<file path="src/rtl/float64_pkg.sv">
// Shared types and constants for the float64 unpack stage of the DF MUL datapath.
// Class codes, FSM state encodings and a field-level classifier.
// No timing or flow control of its own.
package float64_pkg;

    typedef enum logic [2:0] {
        ZERO      = 3'd0,
        SUBNORMAL = 3'd1,
        NORMAL    = 3'd2,
        INF       = 3'd3,
        QNAN      = 3'd4,
        SNAN      = 3'd5
    } cls_t;

    typedef enum logic [3:0] {
        S_IDLE  = 4'b0001,
        S_CLZ   = 4'b0010,
        S_SHIFT = 4'b0100,
        S_DONE  = 4'b1000
    } state_t;

    typedef struct packed {
        logic        sign;
        logic [10:0] exp;
        logic [51:0] frac;
    } f64_t;

    localparam logic [10:0] EXP_MAX        = 11'd2047;
    localparam int          HIDDEN_BIT     = 52;
    localparam logic [31:0] FLAG_INEXACT   = 32'h1;
    localparam logic [31:0] FLAG_UNDERFLOW = 32'h4;
    localparam logic [31:0] FLAG_OVERFLOW  = 32'h8;
    localparam logic [31:0] FLAG_INVALID   = 32'h10;

    function automatic cls_t classify(input f64_t x);
        cls_t c;
        if (x.exp == 11'd0)
            c = (x.frac == 52'd0) ? ZERO : SUBNORMAL;
        else if (x.exp == EXP_MAX) begin
            if (x.frac == 52'd0)
                c = INF;
            else
                c = x.frac[51] ? QNAN : SNAN;
        end else
            c = NORMAL;
        return c;
    endfunction

endpackage

</file>
<file path="src/rtl/clz_chunk.sv">
// Leading-zero counter over one W-bit search window.
// Purely combinational, zero latency.
// No flow control; result valid whenever d is stable.
module clz_chunk #(
    parameter int W = 16
) (
    input  logic [W-1:0]         d,
    output logic [$clog2(W):0]   cnt,
    output logic                 all_zero
);

    always_comb begin
        cnt      = ($clog2(W)+1)'(W);
        all_zero = 1'b1;
        for (int k = 0; k < W; k++) begin
            if (all_zero && d[W-1-k]) begin
                cnt      = ($clog2(W)+1)'(k);
                all_zero = 1'b0;
            end
        end
    end

endmodule

</file>
<file path="src/rtl/unpack_float64.sv">
// Unpacks a binary64 operand into sign, 13-bit signed exponent, 64-bit significand and class.
// Latency 1 for non-subnormals, (chunk+1)+2 for subnormals; optional SNAN flag via FLOAT64_SNAN_FLAG_EN.
// ap_start is only sampled in S_IDLE; a new operand is refused while a search is in flight.
module unpack_float64
    import float64_pkg::*;
#(
    parameter int CHUNK_W = 16
) (
    input  logic        ap_clk,
    input  logic        ap_rst_n,
    input  logic        ap_start,
    output logic        ap_done,
    output logic        ap_idle,
    output logic        ap_ready,
    input  logic [63:0] a,
    output logic        z_sign,
    output logic [12:0] z_exp,
    output logic [63:0] z_sig,
    output logic [2:0]  z_class
`ifdef FLOAT64_SNAN_FLAG_EN
    ,
    input  logic [31:0] float_exception_flag_i,
    output logic [31:0] float_exception_flag_o,
    output logic        float_exception_flag_o_ap_vld
`endif
);

    localparam int NCH = 64 / CHUNK_W;
    localparam int IW  = (NCH > 1) ? $clog2(NCH) : 1;
    localparam int CW  = $clog2(CHUNK_W) + 1;

    state_t          state;
    f64_t            op_q;
    logic [IW-1:0]   idx;
    logic [6:0]      lz_q;

    f64_t            a_f;
    cls_t            a_cls;
    logic [63:0]     srch_w;
    logic [6:0]      base;
    logic [6:0]      top;
    logic [CHUNK_W-1:0] chunk;
    logic [CW-1:0]   cnt;
    logic            all_zero;
    logic [5:0]      sc;

    assign a_f   = a;
    assign a_cls = classify(a_f);

    // Fraction is left-justified in the search word, so a leading-zero count
    // of lz puts the top set bit at f[51-lz]; lifting it to bit 52 needs lz+1.
    assign srch_w = {op_q.frac, 12'b0};
    assign base   = 7'(idx) * 7'(CHUNK_W);
    assign top    = 7'd63 - base;
    assign chunk  = srch_w[top -: CHUNK_W];
    assign sc     = 6'(lz_q + 7'd1);

    clz_chunk #(.W(CHUNK_W)) u_clz (
        .d        (chunk),
        .cnt      (cnt),
        .all_zero (all_zero)
    );

    always_ff @(posedge ap_clk or negedge ap_rst_n) begin
        if (!ap_rst_n) begin
            state   <= S_IDLE;
            op_q    <= '0;
            idx     <= '0;
            lz_q    <= '0;
            z_sign  <= 1'b0;
            z_exp   <= '0;
            z_sig   <= '0;
            z_class <= '0;
        end else begin
            case (state)
                S_IDLE: begin
                    if (ap_start) begin
                        op_q <= a_f;
                        idx  <= '0;
                        if (a_cls == SUBNORMAL) begin
                            state <= S_CLZ;
                        end else begin
                            z_sign  <= a_f.sign;
                            z_class <= a_cls;
                            state   <= S_DONE;
                            case (a_cls)
                                ZERO: begin
                                    z_exp <= '0;
                                    z_sig <= '0;
                                end
                                NORMAL: begin
                                    z_exp <= {2'b00, a_f.exp};
                                    z_sig <= {11'b0, 1'b1, a_f.frac};
                                end
                                default: begin
                                    z_exp <= {2'b00, EXP_MAX};
                                    z_sig <= {12'b0, a_f.frac};
                                end
                            endcase
                        end
                    end
                end
                S_CLZ: begin
                    if (!all_zero) begin
                        lz_q  <= base + 7'(cnt);
                        state <= S_SHIFT;
                    end else begin
                        idx <= idx + 1'b1;
                    end
                end
                S_SHIFT: begin
                    z_sign  <= op_q.sign;
                    z_sig   <= {12'b0, op_q.frac} << sc;
                    z_exp   <= 13'd1 - {7'b0, sc};
                    z_class <= SUBNORMAL;
                    state   <= S_DONE;
                end
                S_DONE:  state <= S_IDLE;
                default: state <= S_IDLE;
            endcase
        end
    end

    assign ap_done  = (state == S_DONE);
    assign ap_ready = ap_done;
    assign ap_idle  = (state == S_IDLE) && !ap_start;

`ifdef FLOAT64_SNAN_FLAG_EN
    logic snan_done;
    assign snan_done = ap_done && (z_class == SNAN);
    assign float_exception_flag_o        = snan_done ? (float_exception_flag_i | FLAG_INVALID)
                                                     : float_exception_flag_i;
    assign float_exception_flag_o_ap_vld = snan_done;
`endif

endmodule
</file>
<file path="config.mk">
export PLATFORM = sky130hd
export DESIGN_NAME = unpack_float64
export DESIGN_NICKNAME = d
export VERILOG_FILES = /design/src/rtl/float64_pkg.sv /design/src/rtl/clz_chunk.sv /design/src/rtl/unpack_float64.sv
export SDC_FILE = /design/constraint.sdc
export NUM_CORES = 1
export LEC_CHECK = 0
export ABC_AREA = 1
export BUFFER_PORTS_ARGS = -buffer_cell sky130_fd_sc_hd__buf_2
export CAP_MARGIN = 20
export CORE_AREA = 2 2 190 192
export CTS_CLUSTER_SIZE = 24
export DETAILED_ROUTE_END_ITERATION = 6
export DIE_AREA = 0 0 192 194
export SYNTH_ARGS = -nofsm -noshare
export SYNTH_HDL_FRONTEND = slang
export SYNTH_HIERARCHICAL = 1
export SYNTH_SLANG_ARGS = --single-unit
</file>
<file path="constraint.sdc">
create_clock -name ap_clk -period 8.1 [get_ports ap_clk]
set_input_delay 0.81 -clock ap_clk [delete_from_list [all_inputs] [get_ports ap_clk]]
set_output_delay 0.81 -clock ap_clk [all_outputs]
set_load 0.005 [all_outputs]
</file>
# Word level (Yosys, flattened, before mapping)
# Cells that the tools add are included.
# totals
register_bits	146
inputBits	67
out_inout_bits	84
word_cells	113
# classes
n_addsub	5
n_eq_ne	11
shift	2
mux	58
bitwise	1
n_reduce_logical	27
# ops
operator	n
2-to-1 mux 64 bit	2
case mux 64 bit (2 select lines)	1
case mux 53 bit (2 select lines)	1
2-to-1 mux 5 bit	16
indexed part select 79 x 8 -> 16 bit	1
left shift 52 x 6 -> 64 bit	1
zero test 52 bit	1
2-to-1 mux 13 bit	2
case mux 13 bit (2 select lines)	1
case mux 11 bit (2 select lines)	1
2-to-1 mux 1 bit	20
logical AND 1 bit	16
2-to-1 mux 3 bit	5
2-to-1 mux 4 bit	3
case mux 4 bit (3 select lines)	1
== test 11 bit (second input constant)	1
zero test 11 bit	1
!= test 2 bit (second input constant)	4
subtractor 1 x 6 -> 7 bit (first input constant)	1
subtractor 6 x 6 -> 7 bit (first input constant)	1
adder 6 x 1 -> 6 bit (second input constant)	1
adder 6 x 5 -> 6 bit	1
case mux 3 bit (2 select lines)	1
AND reduction 2 bit	3
other kinds (15)	18

# Depth between registers and ports, before layout
# depth
word_depth	35
mapped_depth	25
mapped_depth_nobuf	22

# Cells and area by module
# Netlist, hierarchy kept.
# modules_own_cells
mod	n_inst	cells_each	area_per_inst_um2	seq_area_each_um2
unpack_float64	1	1597	10174.8	3629.7
clz_chunk	1	54	315.3	0.0

# Worst setup path before layout
# Ideal clock, no wire load.
# synth_timing
path_kind	reg-to-reg
from	reg idx[1] (netlist name)
to	reg z_sig[49]
setup_ps	117
arrival_time_ps	2919
required_ps	7983
path_slack_ps	5064
stages_incl_launch_ff	24
path_buffers	4
period_less_slack_ps	3036
cell_sequence	dfrtp_1 -> clkbuf_1 -> clkbuf_1 -> a21oi_1 -> o21ai_0 -> nand2_1 -> nor2_2 -> nand3_2 -> nor2_4 -> nand4_4 -> nor2_4 -> nand4_4 -> nor2_4 -> nand2_1 -> nor2_1 -> nand2_1 -> nand2_1 -> nor2_1 -> nand2_2 -> inv_2 -> buf_2 -> buf_2 -> nor2_1 -> nor2_1
# synth_rtl
element	line	source
end signal, assigned	unpack_float64.sv:93	z_sig <= {11'b0, 1'b1, a_f.frac};
end signal, assigned	unpack_float64.sv:97	z_sig <= {12'b0, a_f.frac};
end signal, assigned	unpack_float64.sv:113	z_sig <= {12'b0, op_q.frac} << sc;
end, declared	unpack_float64.sv:18	output logic [63:0] z_sig,

# Worst setup path after layout
# layout_timing
from	reg lz_q[0]
to	reg z_sig[37]
# layout_between
elab_chain_cells	3
# layout_lines
element	line	source
start, declared	unpack_float64.sv:35	logic [6:0] lz_q;
start signal, assigned	unpack_float64.sv:105	lz_q <= base + 7'(cnt);
adder 6 x 1 -> 6 bit	unpack_float64.sv:56	assign sc = 6'(lz_q + 7'd1);
left shift 52 x 6 -> 64 bit	unpack_float64.sv:113	
case mux 64 bit (2 select lines)	unpack_float64.sv:75	case (state)
# No other way between the ends.
# A chain may end at the register's enable or synchronous reset.

==> results.txt <==
VDD IR max - 216.5 uV
Met2 GRT Util - 0.4150
Setup crit start kind - flip-flop
Yosys top cell area share - 0.3435
Post-CTS Setup Repair Bufs - 0
Initial antenna violation count - 0
Dpl ws - 3916 ps
Via count - 12,070
Post-Synthesis Cells - 1,651
Crit path time final - 4284 ps
TritonCTS clock tree - built
Initial Util - 0.2978
Core ar. - 0.03522 mm2
H-tree depth - 4
Cell taking the most area after synthesis - dfrtp_1
Clock skew - 17.80 ps
Design area - 0.01217 mm2
Pwr dens - 341.7 mW/mm2
Final cycle utilization of the critical path - 0.5289
Area Overhead vs Synth - 15.99%
Dpl cells - 2,170
Clock root cell - clkbuf_16
Relative slew slack - 0.2477
Die ar. - 0.03725 mm2
Mapped Area - 0.01049 mm2
Largest net degree at the start of global routing - 86
Ranking of synthesized cells by area - dfrtp_1, nand2_1, nand3_1
Routing usage on met3 - 0.04905
RSZ-0062 raised after global routing - no
Leakage power - 5.821 nW
Slew Limit Fails - 0
EDFF count, synth - 0
GRT met1 Usage - 0.3886
Layout cells sized above 1 - 0.1361
Fmax - 233.4 MHz
Ys async rst share - 1.000
Post-DRT Antenna Nets - 0
WL/cell - 23.12 um
Gr usage total - 0.2765
Total grt overflow - 0
Synthesized area per cell - 6.354 um2
Final Hold Fails - 0
Yosys cell types - 42
# fillers - 3,917
Rows - 69
Hold WS - 386.5 ps
Area post-placement - 0.01151 mm2
CP max FO - 85
Clock-pin slew on the worst setup and hold paths - 70 ps
Clk buf depth - 2
Synthesized Nets - 1,721
Failing checks - DRC
Arr. time, crit path - 4650 ps
Wirelength, routed - 50.91 mm
Total CTS buffers - 17
Top Usage Layer GRT - met2
First-pass GRT wire length - 76.11 mm
DRC - 2
Sequential element share of the synthesized area - 0.3460
Setup Crit Path Kind - flip-flop to flip-flop
Drt first pass iters - 7
Class of the worst hold path - primary input to asynchronous set/reset pin
Clk Latency, worst-skew pair - 450 ps
#FFs+latches synth - 145
Main synth FF type - dfrtp_1
# setup viols final - 0
Non-filler cells, final - 2,202
Setup WS post-layout - 3816 ps
Die Wd - 192 um
Gpl congestion - 0.9691
Multi-input logic area - 0.006101 mm2
IO Pins - 151
CP Data Required Time - 8470 ps
Clk sink count - 145
Post-CTS Hold Buffers - 0
Sequential cell area - 0.003631 mm2
ANT cells - 0
Worst Max-Slew Pin Slew - 1129 ps
Power, Total - 4.158 mW
Ys Warns - 6
Total of cells resized after clock tree synthesis - 0
IO Port Bufs - 150
Die H - 194 um
Drt via density - 5.483
Final Util - 0.3454
DP HPWL - 38.54 mm
Status - finished with violations
CP Capture Type - flip-flop
Vias in the first global route - 11,550
Max-Cap Viols - 0
1st-iter DRT viols - 1,341
Final #Nets - 1,798
Total Neg Setup Slack - 0 ps
-- layer usage --
layer / part of all wire / vias up
met4: 0.045 / 0
met5: 0 / -
li1: - / 5624
met2: 0.44 / 584
met1: 0.44 / 5778
met3: 0.080 / 88
-- synth_stat cells, types with 2 or more instances --
cell	n
a21oi_1	72
o211ai_1	26
xor2_1	4
nand4_4	2
nor3_2	3
nand3_1	313
nor2_4	3
ha_1	3
and2_1	2
buf_4	9
mux2_2	13
nor2_2	3
nand4_1	10
a22oi_1	3
nor3_1	7
clkbuf_1	55
a31oi_1	8
inv_2	8
buf_2	38
o22ai_1	2
o21ai_1	14
nand2_1	541
o21ai_0	126
clkinv_1	2
dfrtp_1	144
buf_1	4
inv_1	80
nor2_1	140
o21a_1	3
-- kinds of logic after synthesis --
logic type / share of synthesized area
adders and majority gates: 0.003579
DFF: 0.3460
muxes: 0.01396
xor gates and xnor gates: 0.004890
buffers and inverters: 0.07789
and+or+nand+nor: 0.4188
AOI/OAI and AO/OA: 0.1349
-- final timing paths --
| check | to | start | slack (ps) | depth (start not counted) |
|---|---|---|---|---|
| min | op_q[28]$_DFFE_PN0P_ | ap_rst_n | 390 | 1 |
| min in group ap_clk | z_sig[11]$_DFFE_PN0P_ | z_sig[11]$_DFFE_PN0P_ | 480 | 2 |
| max | z_sig[37]$_DFFE_PN0P_ | lz_q[0]$_DFFE_PN0P_ | 3820 | 10 |
| max reg2reg | z_sig[37]$_DFFE_PN0P_ | lz_q[0]$_DFFE_PN0P_ | 3820 | 10 |
| min reg2reg | z_sig[11]$_DFFE_PN0P_ | z_sig[11]$_DFFE_PN0P_ | 480 | 2 |
| max in group asynchronous | z_class[1]$_DFFE_PN0P_ | ap_rst_n | 6230 | 2 |
-- cell usage in the layout, fill, tap and decap left out, types with 14 or more instances in the layout --
cell type / n
inv_1: 80
nand2_1: 541
buf_2: 149
nand3_1: 313
clkbuf_16: 17
o21ai_0: 126
o21ai_1: 14
dfrtp_1: 143
a21oi_1: 72
nor2_1: 139
o211ai_1: 26
buf_4: 14
-- cell type report --
type / count / share of cell area
clock buffer: 20 / 0.03753
timing repair buffer: 164 / 0.07085
multi-input combinational: 1310 / 0.5014
inverter: 90 / 0.02776
clock inverter: 12 / 0.01666
tap: 461 / 0.04740
sequential: 145 / 0.2984
-- sequential cells by signal (all words and copies together) (netlist names) --
signal,count
idx,2
lz_q,6
op_q,53
state,4
z_class,3
z_exp,12
z_sig,64
z_sign,1
-- worst max-delay path, cell delays in order, from the launching register on --
cell and delay, ps:
dfrtp_2 340, buf_4 690, ha_1 400, nand3_1 210
xor2_4 760, nand2_1 530, inv_2 510, nand2_1 100
o22ai_1 400, nor2_1 100, a21oi_1 150
-- power by group --
part	leakage (nW)	internal, mW	total (mW)	switching [mW]
combinational	3.74	0.604	1.92	1.31
sequential	1.76	1.03	1.31	0.283
clock	0.321	0.566	0.926	0.361
total	5.82	2.20	4.16	1.96
(Power assumes the default switching activity.)
